## config.mk

```make
export PLATFORM = sky130hd
export DESIGN_NAME = wb_bridge_s16_m32_flat
export DESIGN_NICKNAME = d
export VERILOG_FILES = /design/src/rtl/wb_bridge_pkg.sv /design/src/rtl/wb_bridge_s16_m32_if.sv /design/src/rtl/wb_rdbuf.sv /design/src/rtl/wb_bridge_s16_m32.sv /design/src/flat_wrapper.sv
export SDC_FILE = /design/constraint.sdc
export NUM_CORES = 1
export LEC_CHECK = 0
export BUFFER_PORTS_ARGS = -buffer_cell sky130_fd_sc_hd__buf_4
export CORE_UTILIZATION = 39
export CTS_BUF_LIST = sky130_fd_sc_hd__clkbuf_4
export DETAILED_ROUTE_END_ITERATION = 8
export HOLD_SLACK_MARGIN = 0.02
export PLACE_DENSITY = 0.74
export SYNTH_ARGS = -nofsm -noshare
export SYNTH_HDL_FRONTEND = slang
export SYNTH_HIERARCHICAL = 1
export SYNTH_SLANG_ARGS = --single-unit
```

## constraint.sdc

```tcl
create_clock -name clk -period 1.2 [get_ports clk]
set_input_delay 0 -clock clk [delete_from_list [all_inputs] [get_ports clk]]
set_output_delay 0 -clock clk [all_outputs]
set_load 0.005 [all_outputs]
```

## src/rtl/wb_bridge_pkg.sv

```systemverilog
// Shared types and constants for the 16-to-32-bit Wishbone bridge.
package wb_bridge_pkg;

    typedef enum logic [1:0] {
        IDLE = 2'd0,
        MREQ = 2'd1,
        ACK  = 2'd2,
        ERR  = 2'd3
    } state_t;

    localparam logic [2:0] CTI_CLASSIC = 3'b000;
    localparam logic [2:0] CTI_EOB     = 3'b111;
    localparam logic [1:0] BTE_LINEAR  = 2'b00;

    // Places a half-word byte-select pair on the addressed half of the 32-bit word.
    function automatic logic [3:0] steer_sel(input logic hw_hi, input logic [1:0] sel);
        return hw_hi ? {sel, 2'b00} : {2'b00, sel};
    endfunction

endpackage

```

## src/rtl/wb_bridge_s16_m32_if.sv

```systemverilog
// Wishbone classic bus bundles: 16-bit and 32-bit data, 32-bit byte address.
interface wshb_if_DATA_BYTES_2_ADDRESS_WIDTH_32 (input logic clk);
    logic        cyc;
    logic        stb;
    logic        we;
    logic [31:0] adr;
    logic [1:0]  sel;
    logic [15:0] dat_ms;
    logic [15:0] dat_sm;
    logic        ack;
    logic        err;
    logic        rty;
    logic [2:0]  cti;
    logic [1:0]  bte;

    modport master (output cyc, stb, we, adr, sel, dat_ms, cti, bte,
                    input  dat_sm, ack, err, rty);
    modport slave  (input  cyc, stb, we, adr, sel, dat_ms, cti, bte,
                    output dat_sm, ack, err, rty);
endinterface

interface wshb_if_DATA_BYTES_4_ADDRESS_WIDTH_32 (input logic clk);
    logic        cyc;
    logic        stb;
    logic        we;
    logic [31:0] adr;
    logic [3:0]  sel;
    logic [31:0] dat_ms;
    logic [31:0] dat_sm;
    logic        ack;
    logic        err;
    logic        rty;
    logic [2:0]  cti;
    logic [1:0]  bte;

    modport master (output cyc, stb, we, adr, sel, dat_ms, cti, bte,
                    input  dat_sm, ack, err, rty);
    modport slave  (input  cyc, stb, we, adr, sel, dat_ms, cti, bte,
                    output dat_sm, ack, err, rty);
endinterface

```

## src/rtl/wb_rdbuf.sv

```systemverilog
// One-word read buffer: 32-bit data, 30-bit word tag, valid bit.
// Filled on read misses, patched byte-wise by writes to the same word.
module wb_rdbuf (
    input  logic        clk,
    input  logic        rst,
    input  logic        i_flush,
    input  logic        i_fill,
    input  logic        i_upd,
    input  logic [29:0] i_tag,
    input  logic [31:0] i_fill_data,
    input  logic [3:0]  i_upd_sel,
    input  logic [31:0] i_upd_data,
    input  logic [29:0] i_lookup_tag,
    output logic        o_hit,
    output logic [31:0] o_data
);
    logic        r_valid;
    logic [29:0] r_tag;
    logic [31:0] r_data;
    logic        w_upd_match;

    assign w_upd_match = r_valid && (r_tag == i_tag);
    assign o_hit       = r_valid && (r_tag == i_lookup_tag);
    assign o_data      = r_data;

    // Valid bit: invalidation has priority over a fill in the same cycle.
    always_ff @(posedge clk) begin
        // NOTE: state registers use non-blocking assignments so every flop samples pre-edge values.
        if (rst) begin
            r_valid <= 1'b0;
        end else if (i_flush) begin
            r_valid <= 1'b0;
        end else if (i_fill) begin
            r_valid <= 1'b1;
        end
    end

    // Tag and data storage: whole-word fill or byte-wise write patch.
    always_ff @(posedge clk) begin
        // NOTE: tag/data carry no reset; r_valid alone decides whether their contents are used.
        if (i_fill) begin
            r_tag  <= i_tag;
            r_data <= i_fill_data;
        end else if (i_upd && w_upd_match) begin
            for (int b = 0; b < 4; b++) begin
                if (i_upd_sel[b]) r_data[8*b +: 8] <= i_upd_data[8*b +: 8];
            end
        end
    end

endmodule

```

## src/rtl/wb_bridge_s16_m32.sv

```systemverilog
// Wishbone upsizing bridge: 16-bit slave port to 32-bit classic master port.
// Optional read buffer enabled by defining WB_BRIDGE_RDBUF_EN.
module wb_bridge_s16_m32
    import wb_bridge_pkg::*;
(
    input  logic                                 clk,
    input  logic                                 rst,
    wshb_if_DATA_BYTES_2_ADDRESS_WIDTH_32.slave  wb_s,
    wshb_if_DATA_BYTES_4_ADDRESS_WIDTH_32.master wb_m,
    input  logic                                 flush
);
    state_t      r_state;
    logic        r_cyc;
    logic        r_we;
    logic        r_hw_hi;
    logic        r_s_ack;
    logic        r_s_err;
    logic [31:0] r_adr;
    logic [31:0] r_dat_ms;
    logic [3:0]  r_sel;
    logic [15:0] r_s_dat_sm;

    logic        w_req;
    logic        w_hit;
    logic [15:0] w_hit_half;
    logic [3:0]  w_rd_sel;
    logic        w_unused_ok;

    assign w_req = wb_s.cyc && wb_s.stb;

`ifdef WB_BRIDGE_RDBUF_EN
    logic        w_buf_hit;
    logic [31:0] w_buf_data;
    logic        w_fill;
    logic        w_upd;
    logic        w_inval;

    assign w_fill  = (r_state == MREQ) && wb_m.ack && !r_we;
    assign w_upd   = (r_state == MREQ) && wb_m.ack && r_we;
    assign w_inval = flush || ((r_state == MREQ) && !wb_m.ack && wb_m.err);

    wb_rdbuf u_rdbuf (
        .clk          (clk),
        .rst          (rst),
        .i_flush      (w_inval),
        .i_fill       (w_fill),
        .i_upd        (w_upd),
        .i_tag        (r_adr[31:2]),
        .i_fill_data  (wb_m.dat_sm),
        .i_upd_sel    (r_sel),
        .i_upd_data   (r_dat_ms),
        .i_lookup_tag (wb_s.adr[31:2]),
        .o_hit        (w_buf_hit),
        .o_data       (w_buf_data)
    );

    assign w_hit      = !wb_s.we && w_buf_hit;
    assign w_hit_half = wb_s.adr[1] ? w_buf_data[31:16] : w_buf_data[15:0];
    // Fetch the whole word so the other half-word can be served from the buffer.
    assign w_rd_sel   = 4'b1111;
`else
    assign w_hit      = 1'b0;
    assign w_hit_half = 16'h0000;
    assign w_rd_sel   = steer_sel(wb_s.adr[1], wb_s.sel);
`endif

    // Inputs with no function in this bridge.
    assign w_unused_ok = &{1'b0, flush, wb_m.rty, wb_s.adr[0], wb_s.cti, wb_s.bte};

    assign wb_m.cyc    = r_cyc;
    assign wb_m.stb    = r_cyc;
    assign wb_m.we     = r_we;
    assign wb_m.adr    = r_adr;
    assign wb_m.sel    = r_sel;
    assign wb_m.dat_ms = r_dat_ms;
    assign wb_m.cti    = CTI_CLASSIC;
    assign wb_m.bte    = BTE_LINEAR;

    assign wb_s.ack    = r_s_ack;
    assign wb_s.err    = r_s_err;
    assign wb_s.rty    = 1'b0;
    assign wb_s.dat_sm = r_s_dat_sm;

    // Access sequencer: accepts a slave request in IDLE, runs one master cycle or a buffer hit,
    // and returns a one-cycle ack/err with all bus outputs registered.
    always_ff @(posedge clk) begin
        if (rst) begin
            r_state    <= IDLE;
            r_cyc      <= 1'b0;
            r_we       <= 1'b0;
            r_adr      <= 32'h0;
            r_dat_ms   <= 32'h0;
            r_sel      <= 4'h0;
            r_hw_hi    <= 1'b0;
            r_s_ack    <= 1'b0;
            r_s_err    <= 1'b0;
            r_s_dat_sm <= 16'h0;
        end else begin
            case (r_state)
                IDLE: begin
                    if (w_req) begin
                        r_hw_hi <= wb_s.adr[1];
                        if (w_hit) begin
                            r_state    <= ACK;
                            r_s_ack    <= 1'b1;
                            r_s_dat_sm <= w_hit_half;
                        end else begin
                            r_state  <= MREQ;
                            r_cyc    <= 1'b1;
                            r_we     <= wb_s.we;
                            r_adr    <= {wb_s.adr[31:2], 2'b00};
                            r_sel    <= wb_s.we ? steer_sel(wb_s.adr[1], wb_s.sel) : w_rd_sel;
                            r_dat_ms <= {wb_s.dat_ms, wb_s.dat_ms};
                        end
                    end
                end
                MREQ: begin
                    if (wb_m.ack) begin
                        r_state <= ACK;
                        r_cyc   <= 1'b0;
                        r_s_ack <= 1'b1;
                        if (!r_we) r_s_dat_sm <= r_hw_hi ? wb_m.dat_sm[31:16] : wb_m.dat_sm[15:0];
                    end else if (wb_m.err) begin
                        r_state <= ERR;
                        r_cyc   <= 1'b0;
                        r_s_err <= 1'b1;
                    end
                end
                default: begin
                    r_state <= IDLE;
                    r_s_ack <= 1'b0;
                    r_s_err <= 1'b0;
                end
            endcase
        end
    end

endmodule

```

## src/flat_wrapper.sv

```systemverilog
// flat-port wrapper written by rule: the top's interface ports become plain ports
module wb_bridge_s16_m32_flat import wb_bridge_pkg::*;
  (clk, rst, flush, wb_s_cyc, wb_s_stb, wb_s_we, wb_s_adr, wb_s_sel, wb_s_dat_ms, wb_s_cti, wb_s_bte, wb_s_dat_sm, wb_s_ack, wb_s_err, wb_s_rty, wb_m_cyc, wb_m_stb, wb_m_we, wb_m_adr, wb_m_sel, wb_m_dat_ms, wb_m_cti, wb_m_bte, wb_m_dat_sm, wb_m_ack, wb_m_err, wb_m_rty);
  wshb_if_DATA_BYTES_2_ADDRESS_WIDTH_32 wb_s_i (.clk(clk));
  wshb_if_DATA_BYTES_4_ADDRESS_WIDTH_32 wb_m_i (.clk(clk));
  input  logic clk;
  input  logic rst;
  input  logic flush;
  input wire logic [$bits(wb_s_i.cyc)-1:0] wb_s_cyc;
  input wire logic [$bits(wb_s_i.stb)-1:0] wb_s_stb;
  input wire logic [$bits(wb_s_i.we)-1:0] wb_s_we;
  input wire logic [$bits(wb_s_i.adr)-1:0] wb_s_adr;
  input wire logic [$bits(wb_s_i.sel)-1:0] wb_s_sel;
  input wire logic [$bits(wb_s_i.dat_ms)-1:0] wb_s_dat_ms;
  input wire logic [$bits(wb_s_i.cti)-1:0] wb_s_cti;
  input wire logic [$bits(wb_s_i.bte)-1:0] wb_s_bte;
  output wire logic [$bits(wb_s_i.dat_sm)-1:0] wb_s_dat_sm;
  output wire logic [$bits(wb_s_i.ack)-1:0] wb_s_ack;
  output wire logic [$bits(wb_s_i.err)-1:0] wb_s_err;
  output wire logic [$bits(wb_s_i.rty)-1:0] wb_s_rty;
  output wire logic [$bits(wb_m_i.cyc)-1:0] wb_m_cyc;
  output wire logic [$bits(wb_m_i.stb)-1:0] wb_m_stb;
  output wire logic [$bits(wb_m_i.we)-1:0] wb_m_we;
  output wire logic [$bits(wb_m_i.adr)-1:0] wb_m_adr;
  output wire logic [$bits(wb_m_i.sel)-1:0] wb_m_sel;
  output wire logic [$bits(wb_m_i.dat_ms)-1:0] wb_m_dat_ms;
  output wire logic [$bits(wb_m_i.cti)-1:0] wb_m_cti;
  output wire logic [$bits(wb_m_i.bte)-1:0] wb_m_bte;
  input wire logic [$bits(wb_m_i.dat_sm)-1:0] wb_m_dat_sm;
  input wire logic [$bits(wb_m_i.ack)-1:0] wb_m_ack;
  input wire logic [$bits(wb_m_i.err)-1:0] wb_m_err;
  input wire logic [$bits(wb_m_i.rty)-1:0] wb_m_rty;
  assign wb_s_i.cyc = wb_s_cyc;
  assign wb_s_i.stb = wb_s_stb;
  assign wb_s_i.we = wb_s_we;
  assign wb_s_i.adr = wb_s_adr;
  assign wb_s_i.sel = wb_s_sel;
  assign wb_s_i.dat_ms = wb_s_dat_ms;
  assign wb_s_i.cti = wb_s_cti;
  assign wb_s_i.bte = wb_s_bte;
  assign wb_s_dat_sm = wb_s_i.dat_sm;
  assign wb_s_ack = wb_s_i.ack;
  assign wb_s_err = wb_s_i.err;
  assign wb_s_rty = wb_s_i.rty;
  assign wb_m_cyc = wb_m_i.cyc;
  assign wb_m_stb = wb_m_i.stb;
  assign wb_m_we = wb_m_i.we;
  assign wb_m_adr = wb_m_i.adr;
  assign wb_m_sel = wb_m_i.sel;
  assign wb_m_dat_ms = wb_m_i.dat_ms;
  assign wb_m_cti = wb_m_i.cti;
  assign wb_m_bte = wb_m_i.bte;
  assign wb_m_i.dat_sm = wb_m_dat_sm;
  assign wb_m_i.ack = wb_m_ack;
  assign wb_m_i.err = wb_m_err;
  assign wb_m_i.rty = wb_m_rty;
  wb_bridge_s16_m32 u_core (.clk(clk), .rst(rst), .wb_s(wb_s_i), .wb_m(wb_m_i), .flush(flush));
endmodule
```

==> reports/qor.txt, run 1 <==
area fraction of the dominant cell type after synthesis: 50.4%
#FFs+latches synth: 73
CTS tree: built
endpoints failing hold: 0
power density over cell area: 1000 mW/mm²
final instance area: 0.00536 mm²
worst path required time: 1500 ps
final setup vio count: 7
initial antenna violation count: 0
Synth Instances: 344
Top Ports: 191
HPWL Detailed: 5330 µm
Worst Path Class, Setup: register to register
DIE WIDTH: 88.2 µm
layout cell share with drive strength beyond 1: 40.5%
vias in the first global route: 3050
fin cells: 687
row count: 31
violated checks: setup timing
Clock transition at path regs: 120 ps
first-pass GRT wire length: 13800 µm
Worst Hold Class: input port to register
FF-to-FF Start: u_core/r_state[1]
Buffers on Ports: 174
Longest Clk Path Bufs: 2
CP max FO: 16
htree depth: 3
CP endpoint kind: register
fillcell total: 498
Tcrit/Tclk final: 107%
max-slew violations: 0
Arr. time, crit path: 1580 ps
Post-Syn Area: 0.00290 mm²
Starting Density: 40.2%
Net count, final: 680
# Max-Cap Violations: 0
Synth area leader: dfxtp_1
placed cell count: 585
Final Skew: 13.0 ps
die area: 0.00779 mm²
hold path start: wb_s_cyc
GPL Wtd Cong: 0.676
Inserted Clock Buffers: 9
synth top area cells: dfxtp_1 50%, nand2_1 13%, a21oi_1 9.3%
Critical Path Source: u_core/r_state[1]
startpoint types: register
CTS Root Cell: clkbuf_4
DR WL/cell: 14.0 µm
height of the die: 88.2 µm
Period minus WS final: 1290 ps
Core ar.: 0.00721 mm²
Static Leakage: 0.00232 µW
largest net degree at the start of global routing: 34
1st-iter DRT viols: 91
library cells used by synthesis: 22
drt first pass iters: 4
area grow syn2layout: 84.9%
routed vias: 3283
final core utilization: 74.3%
clk_lat worst skew: 400 ps
drt total wl: 9650 µm
Cell Area, Placed: 0.00420 mm²
sequential share of the synthesized area: 50.4%
RSZ-0062 raised after global routing: yes
status: finished, violations left
ANT cells: 0
global route overflow: 0
DRT antenna net count: 0
DRC errors left: 0
gr usage total: 23.2%
Worst VDD drop: 0.604 mV
Max Clock Freq: 777 MHz
Avg Cell Area, Syn: 8.43 µm²
Avg Vias per Cell: 4.78
Synth Warn #: 6
Sink Count: 73
setup ws final: -86.3 ps
## per-layer routing
| layer | vias up | share of wire, % | GRT usage, % |
|---|---|---|---|
| met5 | - | 0 | 0 |
| met3 | 26 | 8.1 | 6.81 |
| met2 | 154 | 51 | 42.1 |
| li1 | 1581 | - | - |
| met1 | 1522 | 38 | 24.3 |
| met4 | 0 | 2.8 | 11.7 |
## worst paths after layout
check / endpoint / slack (ps) / cells past startpoint
worst max-delay path: u_core/wb_s.dat_sm[4] / -90 / 3
worst min-delay path: u_core/r_state[0] / 190 / 4
worst max register to register: u_core/wb_s.dat_sm[4] / -90 / 3
worst min register to register: u_core/wb_m.adr[28] / 470 / 2
## through the flow
stage / setup slack [ps] / hold slack, ps / total power, µW / TNS [ps]
floorplan: 15.0 / 136 / 3020 / 0
global placement: 31.9 / 246 / 3470 / 0
detailed placement: -2.30 / 257 / 3490 / -2.30
CTS: -25.5 / 179 / 5370 / -30.2
global route: -103 / 205 / 5620 / -1830
finish: -86.3 / 189 / 5380 / -156
## flip-flops by register name (all words and copies together), names as in the netlist, 2 cells and up
register            count
u_core/wb_m.sel         4
u_core/wb_s.dat_sm     16
u_core/r_state          2
u_core/wb_m.adr        30
u_core/wb_m.dat_ms     16
## layout by cell type, fill, tap and decap left out, types with 2 or more instances in the layout
cell,netlist,final
nand3b_1,2,2
a211oi_1,14,13
mux2i_1,16,16
buf_6,2,2
a211oi_2,2,3
clkbuf_4,0,9
clkinvlp_4,0,2
buf_4,27,179
buf_12,0,6
bufinv_16,0,2
nand3_1,2,2
nor2_1,17,16
dlygate4sd3_1,0,85
inv_1,2,2
a21oi_2,0,26
nand2_1,101,101
a21oi_1,54,28
dfxtp_1,73,70
nor3_1,2,2
conb_1,1,8
dfxtp_2,0,3
## synth_stat cells
master / n
a21oi_1: 54
nand3_1: 2
buf_4: 27
a211oi_1: 14
clkbuf_1: 8
conb_1: 1
a31oi_1: 1
nand4bb_1: 1
mux2i_1: 16
and4bb_2: 2
o211a_1: 1
dfxtp_1: 73
nor3_1: 2
nand3b_1: 2
o21ai_0: 1
buf_2: 14
a211oi_2: 2
nor2b_1: 1
inv_1: 2
buf_6: 2
nand2_1: 101
nor2_1: 17
## cell families (layout without fill, tap and decap cells)
family	Yosys count	count (layout)	share of synthesized area (%)
other	1	8	0.129
AO/OA/AOI/OAI	73	73	14.5
flip-flops	73	73	50.4
buffers and inverters	53	290	11.5
AND/OR/NAND/NOR	128	128	17.9
multiplexers	16	16	5.52
## where the power goes
group	internal, µW	switching [µW]
clock	823	821
sequential	2540	70.9
combinational	694	439
## final cells by class
cell class / instances / area (µm²) / area share [%]
Clock buffer: 9 / 67.6 / 1.26
Tap cell: 99 / 124 / 2.31
Sequential cell: 73 / 1470 / 27.3
Inverter: 2 / 7.51 / 0.140
Multi-Input combinational cell: 225 / 1250 / 23.2
Clock inverter: 6 / 83.8 / 1.56
Timing Repair Buffer: 273 / 2370 / 44.2
## worst max-delay path, cell delays in order, from the launching register on
cell and delay [ps]:
dfxtp_2 360, and4bb_2 260, bufbuf_16 290, a211oi_1 270
## repair_timing
action                                  CTS  global route
endpoints found under the setup margin   11            64
gates cloned                              1             0
buffers inserted                          1             0
hold buffers                             85             0
resized for setup                         4            30
pin swaps                                 5             0
hold endpoints to repair                 73             0
(Power assumes the default switching activity.)
==> run 2: changes to the inputs <==
--- a/config.mk
+++ b/config.mk
@@ -6,11 +6,11 @@
 export NUM_CORES = 1
 export LEC_CHECK = 0
 export BUFFER_PORTS_ARGS = -buffer_cell sky130_fd_sc_hd__buf_4
-export CORE_UTILIZATION = 39
+export CORE_UTILIZATION = 25
 export CTS_BUF_LIST = sky130_fd_sc_hd__clkbuf_4
 export DETAILED_ROUTE_END_ITERATION = 8
 export HOLD_SLACK_MARGIN = 0.02
-export PLACE_DENSITY = 0.74
+export PLACE_DENSITY = 0.5
 export SYNTH_ARGS = -nofsm -noshare
 export SYNTH_HDL_FRONTEND = slang
 export SYNTH_HIERARCHICAL = 1
==> run 2 against run 1 <==
The run still ends with setup timing left. Design area is 8.3% higher. Fmax is 1.5% higher. Hold slack hardly changed. Clock power is 18% higher. Non-clock buffer count is 11 higher. Clock skew is 4.2 ps higher. Register-to-register slack better by 20 ps. Global-route usage is 8.1 points lower. Count of clock-buffer cells in the layout stayed put. Setup slack better by 19 ps. Critical path type unchanged.
==> reports/qor.txt, run 2 (same netlist as run 1, synthesis figures left out) <==
status: finished, violations left (unchanged)
violated checks: setup timing (unchanged)
Clock transition at path regs: 120 ps (about the same)
routed vias: 3242 (was 3283)
DIE WIDTH: 110 µm (was 88.2 µm)
placed cell count: 627 (was 585)
1st-iter DRT viols: 138 (was 91)
Sink Count: 73 (unchanged)
NetSw: 1460 µW (was 1330 µW)
worst path required time: 1530 ps (was 1500 ps)
WHS: 189 ps (about the same)
vias in the first global route: 3052 (was 3050)
Net count, final: 691 (was 680)
CTS Root Cell: clkbuf_4 (unchanged)
FF-to-FF Start: u_core/r_state[1] (unchanged)
global route overflow: 0 (unchanged)
Pwr Total: 5800 µW (was 5380 µW)
Cell Area, Placed: 0.00426 mm² (was 0.00420 mm²)
HPWL Detailed: 5770 µm (was 5330 µm)
internal power: 4340 µW (was 4050 µW)
Avg Vias per Cell: 4.38 (was 4.78)
Tcrit/Tclk final: 106% (was 107%)
setup TNS: -1120 ps (was -156 ps)
fillcell total: 989 (was 498)
Period minus WS final: 1270 ps (was 1290 ps)
hold path start: wb_s_stb (was wb_s_cyc)
height of the die: 110 µm (was 88.2 µm)
final setup vio count: 41 (was 7)
end of the worst hold path: u_core/wb_m.dat_ms[20] (was u_core/r_state[0])
DRC errors left: 0 (unchanged)
max-slew violations: 0 (unchanged)
power density over cell area: 998 mW/mm² (was 1000 mW/mm²)
Arr. time, crit path: 1600 ps (was 1580 ps)
die area: 0.0120 mm² (was 0.00779 mm²)
ANT cells: 0 (unchanged)
endpoints failing hold: 0 (unchanged)
Worst Path Class, Setup: register to register (unchanged)
Inserted Clock Buffers: 9 (unchanged)
max FFs per register: 30 (unchanged)
Static Leakage: 0.00253 µW (was 0.00232 µW)
drt first pass iters: 4 (unchanged)
first-pass GRT wire length: 14000 µm (was 13800 µm)
Clk pwr share: 33.3% (was 30.5%)
end of the worst register-to-register path: u_core/wb_m.adr[31] (was u_core/wb_s.dat_sm[4])
layout cell share with drive strength beyond 1: 47.2% (was 40.5%)
Worst VDD drop: 0.588 mV (was 0.604 mV)
fin cells: 740 (was 687)
row count: 38 (was 31)
area grow syn2layout: 100% (was 84.9%)
Final Skew: 17.1 ps (was 13.0 ps)
Starting Density: 26.2% (was 40.2%)
FF-to-FF path depth: 5 (was 3)
worst hold stages: 5 (was 4)
initial antenna violation count: 0 (unchanged)
CP endpoint kind: register (unchanged)
Worst Hold Class: input port to register (unchanged)
logic gate share of total power: 21.8% (was 21.0%)
R2R Setup Slk: -70 ps (was -90 ps)
DRT antenna net count: 0 (unchanged)
htree depth: 3 (unchanged)
most common cell after layout, fill and taps aside: buf_4 (unchanged)
DR WL/cell: 13.9 µm (was 14.0 µm)
Max Clock Freq: 789 MHz (was 777 MHz)
drt total wl: 10300 µm (was 9650 µm)
Top Ports: 191 (unchanged)
largest net degree at the start of global routing: 47 (was 34)
commonest cells after routing, fill and taps aside: 182 x buf_4, 85 x dlygate4sd3_1, 79 x nand2_1 (was 179 x buf_4, 101 x nand2_1, 85 x dlygate4sd3_1)
RSZ-0062 raised after global routing: yes (unchanged)
CTS tree: built (unchanged)
GPL Wtd Cong: 0.701 (was 0.676)
gr usage total: 15.1% (was 23.2%)
Sw Share: 25.2% (was 24.7%)
CP max FO: 11 (was 16)
# Max-Cap Violations: 0 (unchanged)
Core ar.: 0.0111 mm² (was 0.00721 mm²)
setup ws final: -67.5 ps (was -86.3 ps)
final instance area: 0.00581 mm² (was 0.00536 mm²)
clk_lat worst skew: 410 ps (was 400 ps)
Seq pwr share: 44.9% (was 48.4%)
startpoint types: register (unchanged)
Buffers on Ports: 174 (unchanged)
Longest Clk Path Bufs: 2 (unchanged)
[run 2: cell count changes in the layout (fill, tap and decap cells not counted), sizes merged]
cell      delta
clkinv       +1
clkbuf       +6
clkinvlp     -1
buf          +6
bufbuf       -1
bufinv       +1
[run 2: critical path, cell delays in order (launching register included)]
cell       delay, ps
dfxtp_4          380
and4bb_4         310
buf_12           150
clkbuf_16        170
nand2_1           60
a21oi_1          130
[run 2: metrics by stage]
step	util, %	worst slack (ps)
after detailed placement	38.5	-20.0
after floorplan	-	15.0
after global routing	52.4	-99.4
final	52.4	-67.5
after global placement	38.5	14.4
after CTS	48.1	-15.5
[run 2: area by class of cell]
class | instances | area (µm²) | share of cell area [%]
clock inverter | 7 | 109 | 1.87
timing repair buffer | 284 | 2570 | 44.2
tap | 140 | 175 | 3.02
sequential | 73 | 1470 | 25.3
inverter | 2 | 7.51 | 0.129
clock buffer | 9 | 67.6 | 1.16
multi-input combinational | 225 | 1410 | 24.3
[run 2: metal layers]
layer | wire length (µm) | track usage, % | vias to the layer above
li1 | - | - | 1602
met1 | 4390 | 16.9 | 1503
met2 | 5100 | 26.4 | 128
met3 | 688 | 5.45 | 9
met4 | 104 | 5.24 | 0
met5 | 0 | 0 | -
[run 2: worst max path at each step]
stage	startpoint	to	depth (start not counted)
final	u_core/r_state[1]	u_core/wb_m.adr[31]	5
after global placement	u_core/r_state[1]	u_core/wb_m.sel[1]	4
after global routing	u_core/r_state[0]	u_core/wb_m.adr[31]	5
after CTS	u_core/r_state[1]	u_core/wb_s.dat_sm[9]	3
after detailed placement	u_core/r_state[1]	u_core/wb_s.dat_sm[2]	4
after floorplan	u_core/r_state[0]	u_core/wb_m.cyc	4
[run 2: power groups by stage]
stage	sequential [µW]	combinational [µW]	clock (µW)
4_1_cts	2600	1080	2010
2_1_floorplan	2660	358	0
6_report	2600	1270	1930
3_5_place_dp	2660	846	0
3_3_place_gp	2650	838	0
5_1_grt	2620	1370	2100
[run 2: repair_timing]
item | in CTS | in global routing
buffers inserted | 1 | 3
pin swaps | 2 | 45
resized for setup | 2 | 80
endpoints found under the setup margin | 23 | 59
hold endpoints to repair | 73 | 0
hold buffers | 85 | 0
cloned | 1 | 7
